`config.mk`:
```
export PLATFORM = sky130hd
export DESIGN_NAME = sr195_arbiter_ctrl_flat
export DESIGN_NICKNAME = d
export VERILOG_FILES = /design/src/rtl/sr195_arbiter_ctrl_if.sv /design/src/rtl/sr195_arbiter_ctrl.sv /design/src/flat_wrapper.sv
export SDC_FILE = /design/constraint.sdc
export NUM_CORES = 1
export LEC_CHECK = 0
export CORE_MARGIN = 5
export CORE_UTILIZATION = 36
export CTS_BUF_LIST = sky130_fd_sc_hd__clkbuf_4 sky130_fd_sc_hd__clkbuf_8 sky130_fd_sc_hd__clkbuf_16
export DETAILED_ROUTE_END_ITERATION = 8
export PLACE_DENSITY = 0.85
export SLEW_MARGIN = 20
export SYNTH_ARGS = -nofsm -noshare
export SYNTH_HDL_FRONTEND = slang
export SYNTH_SLANG_ARGS = --single-unit
```
`constraint.sdc`:
```
create_clock -name CP -period 1.4 [get_ports CP]
set_input_delay 0.21 -clock CP [delete_from_list [all_inputs] [get_ports CP]]
set_output_delay 0.21 -clock CP [all_outputs]
set_load 0.02 [all_outputs]
```
`src/rtl/sr195_arbiter_ctrl_if.sv`:
```
// Requester-side handshake bundle for sr195_arbiter_ctrl: two requesters
// packed side by side ({requester1, requester0}).
interface sr195_arbiter_ctrl_if;
  logic [1:0] req;
  logic [3:0] op;
  logic [7:0] wdata;
  logic [3:0] cnt;
  logic [1:0] ack;
  logic [3:0] rdata;
  logic       busy;

  modport master (output req, op, wdata, cnt, input ack, rdata, busy);
  modport slave  (input req, op, wdata, cnt, output ack, rdata, busy);
endinterface

```
`src/rtl/sr195_arbiter_ctrl.sv`:
```
// Round-robin two-port sequencer driving every control input of a 4-bit
// sr_74195 shift register (load, serial shift-in, rotate, read).
module sr195_arbiter_ctrl (
  input  logic                       CP,
  input  logic                       MR_n,
  sr195_arbiter_ctrl_if.slave        bus,
  output logic                       sr_PE_n,
  output logic                       sr_J,
  output logic                       sr_K_n,
  output logic [3:0]                 sr_D,
  input  logic [3:0]                 sr_Q
);

  localparam logic [1:0] ST_IDLE = 2'd0;
  localparam logic [1:0] ST_EXEC = 2'd1;
  localparam logic [1:0] ST_DONE = 2'd2;

  localparam logic [1:0] OP_LOAD   = 2'd0;
  localparam logic [1:0] OP_ROTATE = 2'd2;
  localparam logic [1:0] OP_READ   = 2'd3;

  logic [1:0] state_q, state_d;
  logic       last_q, last_d;
  logic       winner_q, winner_d;
  logic [1:0] k_q, k_d;
  logic [1:0] op_q, op_d;
  logic [3:0] wdata_q, wdata_d;
  logic [1:0] cnt_q, cnt_d;

  logic       grant;
  logic [1:0] grant_op;
  logic       shift_bit;

  // Only on contention does the pointer matter: the one not served last wins.
  always_comb begin
    grant    = (bus.req == 2'b11) ? ~last_q : bus.req[1];
    grant_op = grant ? bus.op[3:2] : bus.op[1:0];
  end

  always_comb begin
    state_d  = state_q;
    last_d   = last_q;
    winner_d = winner_q;
    k_d      = k_q;
    op_d     = op_q;
    wdata_d  = wdata_q;
    cnt_d    = cnt_q;
    case (state_q)
      ST_IDLE: begin
        if (|bus.req) begin
          winner_d = grant;
          last_d   = grant;
          op_d     = grant_op;
          wdata_d  = grant ? bus.wdata[7:4] : bus.wdata[3:0];
          cnt_d    = grant ? bus.cnt[3:2] : bus.cnt[1:0];
          k_d      = 2'd0;
          state_d  = (grant_op == OP_READ) ? ST_DONE : ST_EXEC;
        end
      end
      ST_EXEC: begin
        if (op_q == OP_LOAD || k_q == cnt_q) begin
          state_d = ST_DONE;
          k_d     = 2'd0;
        end else begin
          k_d = k_q + 2'd1;
        end
      end
      ST_DONE: state_d = ST_IDLE;
      default: state_d = ST_IDLE;
    endcase
  end

  always_ff @(posedge CP or negedge MR_n) begin
    if (!MR_n) begin
      state_q  <= ST_IDLE;
      last_q   <= 1'b1;
      winner_q <= 1'b0;
      k_q      <= 2'd0;
      op_q     <= OP_LOAD;
      wdata_q  <= 4'd0;
      cnt_q    <= 2'd0;
    end else begin
      state_q  <= state_d;
      last_q   <= last_d;
      winner_q <= winner_d;
      k_q      <= k_d;
      op_q     <= op_d;
      wdata_q  <= wdata_d;
      cnt_q    <= cnt_d;
    end
  end

  // The register shifts on every edge unless loaded, so outside EXEC it is
  // held by reloading its own outputs.
  always_comb begin
    shift_bit = (op_q == OP_ROTATE) ? sr_Q[3] : wdata_q[k_q];
    sr_PE_n   = 1'b0;
    sr_D      = sr_Q;
    sr_J      = 1'b0;
    sr_K_n    = 1'b1;
    if (state_q == ST_EXEC) begin
      if (op_q == OP_LOAD) begin
        sr_D = wdata_q;
      end else begin
        sr_PE_n = 1'b1;
        sr_J    = shift_bit;
        sr_K_n  = ~shift_bit;
      end
    end
  end

  assign bus.ack   = (state_q == ST_DONE) ? (winner_q ? 2'b10 : 2'b01) : 2'b00;
  assign bus.rdata = (|bus.ack) ? sr_Q : 4'd0;
  assign bus.busy  = (state_q != ST_IDLE);

endmodule
```
`src/flat_wrapper.sv`:
```
// flat-port wrapper written by rule: the top's interface ports become plain ports
module sr195_arbiter_ctrl_flat 
  (CP, MR_n, sr_PE_n, sr_J, sr_K_n, sr_D, sr_Q, bus_req, bus_op, bus_wdata, bus_cnt, bus_ack, bus_rdata, bus_busy);
  sr195_arbiter_ctrl_if bus_i ();
  input  logic CP;
  input  logic MR_n;
  output logic sr_PE_n;
  output logic sr_J;
  output logic sr_K_n;
  output logic [3:0] sr_D;
  input  logic [3:0] sr_Q;
  input wire logic [$bits(bus_i.req)-1:0] bus_req;
  input wire logic [$bits(bus_i.op)-1:0] bus_op;
  input wire logic [$bits(bus_i.wdata)-1:0] bus_wdata;
  input wire logic [$bits(bus_i.cnt)-1:0] bus_cnt;
  output wire logic [$bits(bus_i.ack)-1:0] bus_ack;
  output wire logic [$bits(bus_i.rdata)-1:0] bus_rdata;
  output wire logic [$bits(bus_i.busy)-1:0] bus_busy;
  assign bus_i.req = bus_req;
  assign bus_i.op = bus_op;
  assign bus_i.wdata = bus_wdata;
  assign bus_i.cnt = bus_cnt;
  assign bus_ack = bus_i.ack;
  assign bus_rdata = bus_i.rdata;
  assign bus_busy = bus_i.busy;
  sr195_arbiter_ctrl u_core (.CP(CP), .MR_n(MR_n), .bus(bus_i), .sr_PE_n(sr_PE_n), .sr_J(sr_J), .sr_K_n(sr_K_n), .sr_D(sr_D), .sr_Q(sr_Q));
endmodule
```
Word level (Yosys, flattened, before mapping)
Cells that the tools add are included.

Add/sub/neg operators: 1. Multiply operators: 0. Div/mod/pow operators: 0. $lt $le $gt $ge: 1. Eq/ne operators: 8. Shift operators: 0. Multiplexer cells: 25. Bitwise operators: 2. Reduce and logical (&&, ||, !) cells: 10.

Operator list (number): 2-to-1 mux 2 bit (9); 2-to-1 mux 4 bit (4); 2-to-1 mux 1 bit (9); == test 2 bit (second input constant) (4); case mux 2 bit (2 select lines) (2); AND reduction 2 bit (3); logical NOT 2 bit (2); inequality test 2 x 1 -> 1 bit (second input constant) (2); nonzero test 2 bit (2); OR reduction 2 bit (2); < comparator 2 x 3 -> 1 bit (second input constant) (1); adder 2 x 1 -> 2 bit (second input constant) (1); binary-select mux 1 bit (select 2 bit) (1); == test 2 x 1 -> 1 bit (second input constant) (1); == test 2 bit (1); inverter 1 bit (2); logical OR 1 bit (1).

Bits in registers: 14. Bits in latches: 0. Bits in writable memories: 0. ROM bits: 0. Memories: 0.

Logic depth before layout (Yosys ltp)
Depth in word-level cells: 7. Depth in mapped cells: 5. Depth with buffers taken out: 4.

Least setup slack after synthesis
No wires, ideal clock.

Path kind: flip-flop to output port. Start point: reg u_core.k_q[0]. End point: out sr_K_n. Arrival time: 1.487 ns. Path slack: -0.297 ns. Stages on the path, launching flop included: 5. Cells stage by stage: dfrtp_1 mux4_2 and2_1 o21a_1 inv_1.

Cells in the longest elaborated chain, start to end: 6.

RTL lines: start, declared (RTL line sr195_arbiter_ctrl.sv:25) `logic [1:0] k_q, k_d;`; start signal, assigned (RTL line sr195_arbiter_ctrl.sv:86) `k_q <= k_d;`; binary-select mux 1 bit (select 2 bit) (RTL line sr195_arbiter_ctrl.sv:96) `shift_bit = (op_q == OP_ROTATE) ? sr_Q[3] : wdata_q[k_q];`; 2-to-1 mux 1 bit (implied by the code) (RTL line sr195_arbiter_ctrl.sv:96); 2-to-1 mux 1 bit (RTL line sr195_arbiter_ctrl.sv:96); inverter 1 bit (RTL line sr195_arbiter_ctrl.sv:107) `sr_K_n = ~shift_bit;`; 2-to-1 mux 1 bit (RTL line sr195_arbiter_ctrl.sv:102) `if (op_q == OP_LOAD) begin`; 2-to-1 mux 1 bit (RTL line sr195_arbiter_ctrl.sv:101) `if (state_q == ST_EXEC) begin`; end, declared (RTL line flat_wrapper.sv:9) `output logic sr_K_n;`.

No other way between the ends. The select of a mux whose other input is x is not followed.

Final worst setup path
Same ends and word-level chain as after synthesis.

==> impl_metrics.toml <==
[run_status]
status = "finished, violations left"
violations = "setup timing"

[pwr]
ir_drop_mv = 1.32
power_density_mw_per_mm2 = 2070
finalPower_w = 0.00357
leakage_nw = 0.797

[setup_path]
crit_path_end_kind = "output port"
worstPathMaxFanout = 2
cp.required_ns = 1.19
critPathLaunchType = "flip-flop"
crit_type = "reg2out"
reg2reg_slack_ns = -0.16
arrival_ns = 1.73

[routing]
detail-route-antenna-nets = 0
finalWirelength_um = 3030
first_pass_iters = 5
num_vias = 912
drc_errors = 0
drt_iter0_markers = 26
vias_per_cell = 5.07
wire_per_inst_um = 16.9

[placement]
gp_congestion = 0.862
io_buffers = 37
place_area_sq_mm = 0.00141
numPlacedInstances = 165
hpwl_um = 1910

[final_layout]
post_route_cells_drive_above_1_share_pct = 59.9
most-common-layout-cells = "buf_6 (26), clkdlybuf4s50_1 (23), buf_4 (18)"
num_antenna_cells = 0
nNetsFinal = 177
fill_cells = 130
area_growth_pct = 110
final_common_cell = "buf_6"
fin_area_sq_mm = 0.00173
multi_input_area_sq_um = 591
final_cells = 180
seq_area_sq_um = 352

[synth]
synthesis.area_sq_um = 822
ys_ff_latch = 14
synthArstFlopShare_pct = 100
yosysTopAreaCellShare_pct = 39.6
yosysSeqAreaShare_pct = 42.8
synthesis.nets = 104
avgSynthCellArea_sq_um = 10.3
synth_top_area_cell = "dfrtp_1"
ys_types = 26
yosysWarnings = 0
synth_edf_count = 0
synth_area_leaders = "dfrtp_1 (40%), mux2i_1 (9.7%), mux2_2 (8.2%)"
synth-main-ff-cell = "dfrtp_1"
syn_inst = 80

[cts]
cts_root_buf = "clkbuf_4"
cts.clk_slew.worst_paths_ns = 0.09
h-tree-depth = 1
hold_buffers = 0
clock_sinks = 14
cts_tree = "yes"
clock_latency_ns = 0.29
cts_buffers = 3
cts_max_path_buffers = 2

[job]
drv_cap = 0

[sta]
timing.final.crit_share_pct = 138
period_needed_ns = 1.94
timing.hold.ws_ns = 0.227
rsz0062_at_grt = "yes"
maxSlewHeadroom_pct = 75.1
drv_slew = 0
skew_ns = 0.00795
tightest_slew_ns = 0.369
setup_ws_ns = -0.539
hold_violations = 0
setup_viol = 28
clock.fmax_ghz = 0.516

[die]
pin_count = 38
std_cell_rows = 17
core_sq_mm = 0.00219
die_width_um = 57.8
die_h_um = 57.8
start_util_pct = 37.5
dieArea_sq_mm = 0.00334

[hold_path]
hold_path_class = "in2async"

[global_route]
grt_pass1_vias = 975
grt_pass1_wl_um = 4730
grt_util_all_layers_pct = 19.1
antenna_found_initial = 0
grt_max_degree = 15
overflow = 0
-- stage by stage --
step	setup WS [ns]	utilization (%)	TNS (ns)
5_1_grt	-0.584	78.8	-5.98
4_1_cts	-0.477	73.7	-5.26
2_1_floorplan	-0.155	-	-0.274
3_5_place_dp	-0.633	64.1	-6.97
6_report	-0.539	78.8	-4.67
3_3_place_gp	-0.619	64.1	-6.52
-- state kept, by name, indices dropped and copies added (netlist names) --
signal	count
u_core.cnt_q	2
u_core.k_q	2
u_core.last_q	1
u_core.op_q	2
u_core.state_q	2
u_core.wdata_q	4
u_core.winner_q	1
-- cells by family after synthesis --
| group | share of synthesized area (%) |
|---|---|
| flops | 42.8 |
| simple gates | 17.2 |
| xor+xnor | 2.13 |
| mux | 20.7 |
| compound gates | 15.2 |
| buf+inv | 1.98 |
-- timing repair --
action,in CTS,in global routing
resized for setup,121,26
endpoints found under the setup margin,23,28
pin swaps,9,10
hold endpoints to repair,0,0
setup buffers,8,11
-- layer usage --
layer / wire (um) / vias up / global-route usage [%]
li1: - / 429 / -
met1: 1150 / 440 / 20.3
met2: 1650 / 39 / 36.5
met3: 171 / 4 / 1.56
met4: 61 / 0 / 10.3
met5: 0 / - / 0
-- worst max-delay path, stage by stage, from the launching register on --
cell and delay (ns):
dfrtp_1 0.40, mux4_2 0.53, and2_4 0.16, o21a_4 0.21
inv_4 0.05, buf_6 0.10
-- path summary, 6_finish.rpt --
kind,from,end,cells past startpoint
worst max-delay path,u_core.k_q[0],sr_K_n,5
worst min-delay path,MR_n,u_core.wdata_q[1],2
worst max register to register,u_core.state_q[0],u_core.op_q[0],7
worst min register to register,u_core.cnt_q[1],u_core.cnt_q[1],2
max in group asynchronous,MR_n,u_core.last_q,2
min in group CP,u_core.cnt_q[1],u_core.cnt_q[1],2
-- final cells by class --
class | instances | area share, %
timing repair buffer | 70 | 41.3
inverter | 1 | 0.362
tap | 28 | 2.03
sequential | 14 | 20.4
clock buffer | 4 | 1.74
multi-input combinational | 63 | 34.2
-- cell usage after synthesis, types with 2 or more instances --
| cell type | instances |
|---|---|
| o21ai_0 | 13 |
| nor2_1 | 3 |
| mux2_2 | 6 |
| nand2_1 | 9 |
| and2_1 | 6 |
| nor2b_1 | 3 |
| dfrtp_1 | 13 |
| xnor2_1 | 2 |
| mux2i_1 | 8 |
-- where the power goes --
| part | switching, W | internal [W] |
|---|---|---|
| registers | 0.000153 | 0.000605 |
| logic | 0.00107 | 0.00148 |
| clock network | 0.000138 | 0.000130 |
| total | 0.00136 | 0.00222 |
Power figures use the tool's default switching activity.
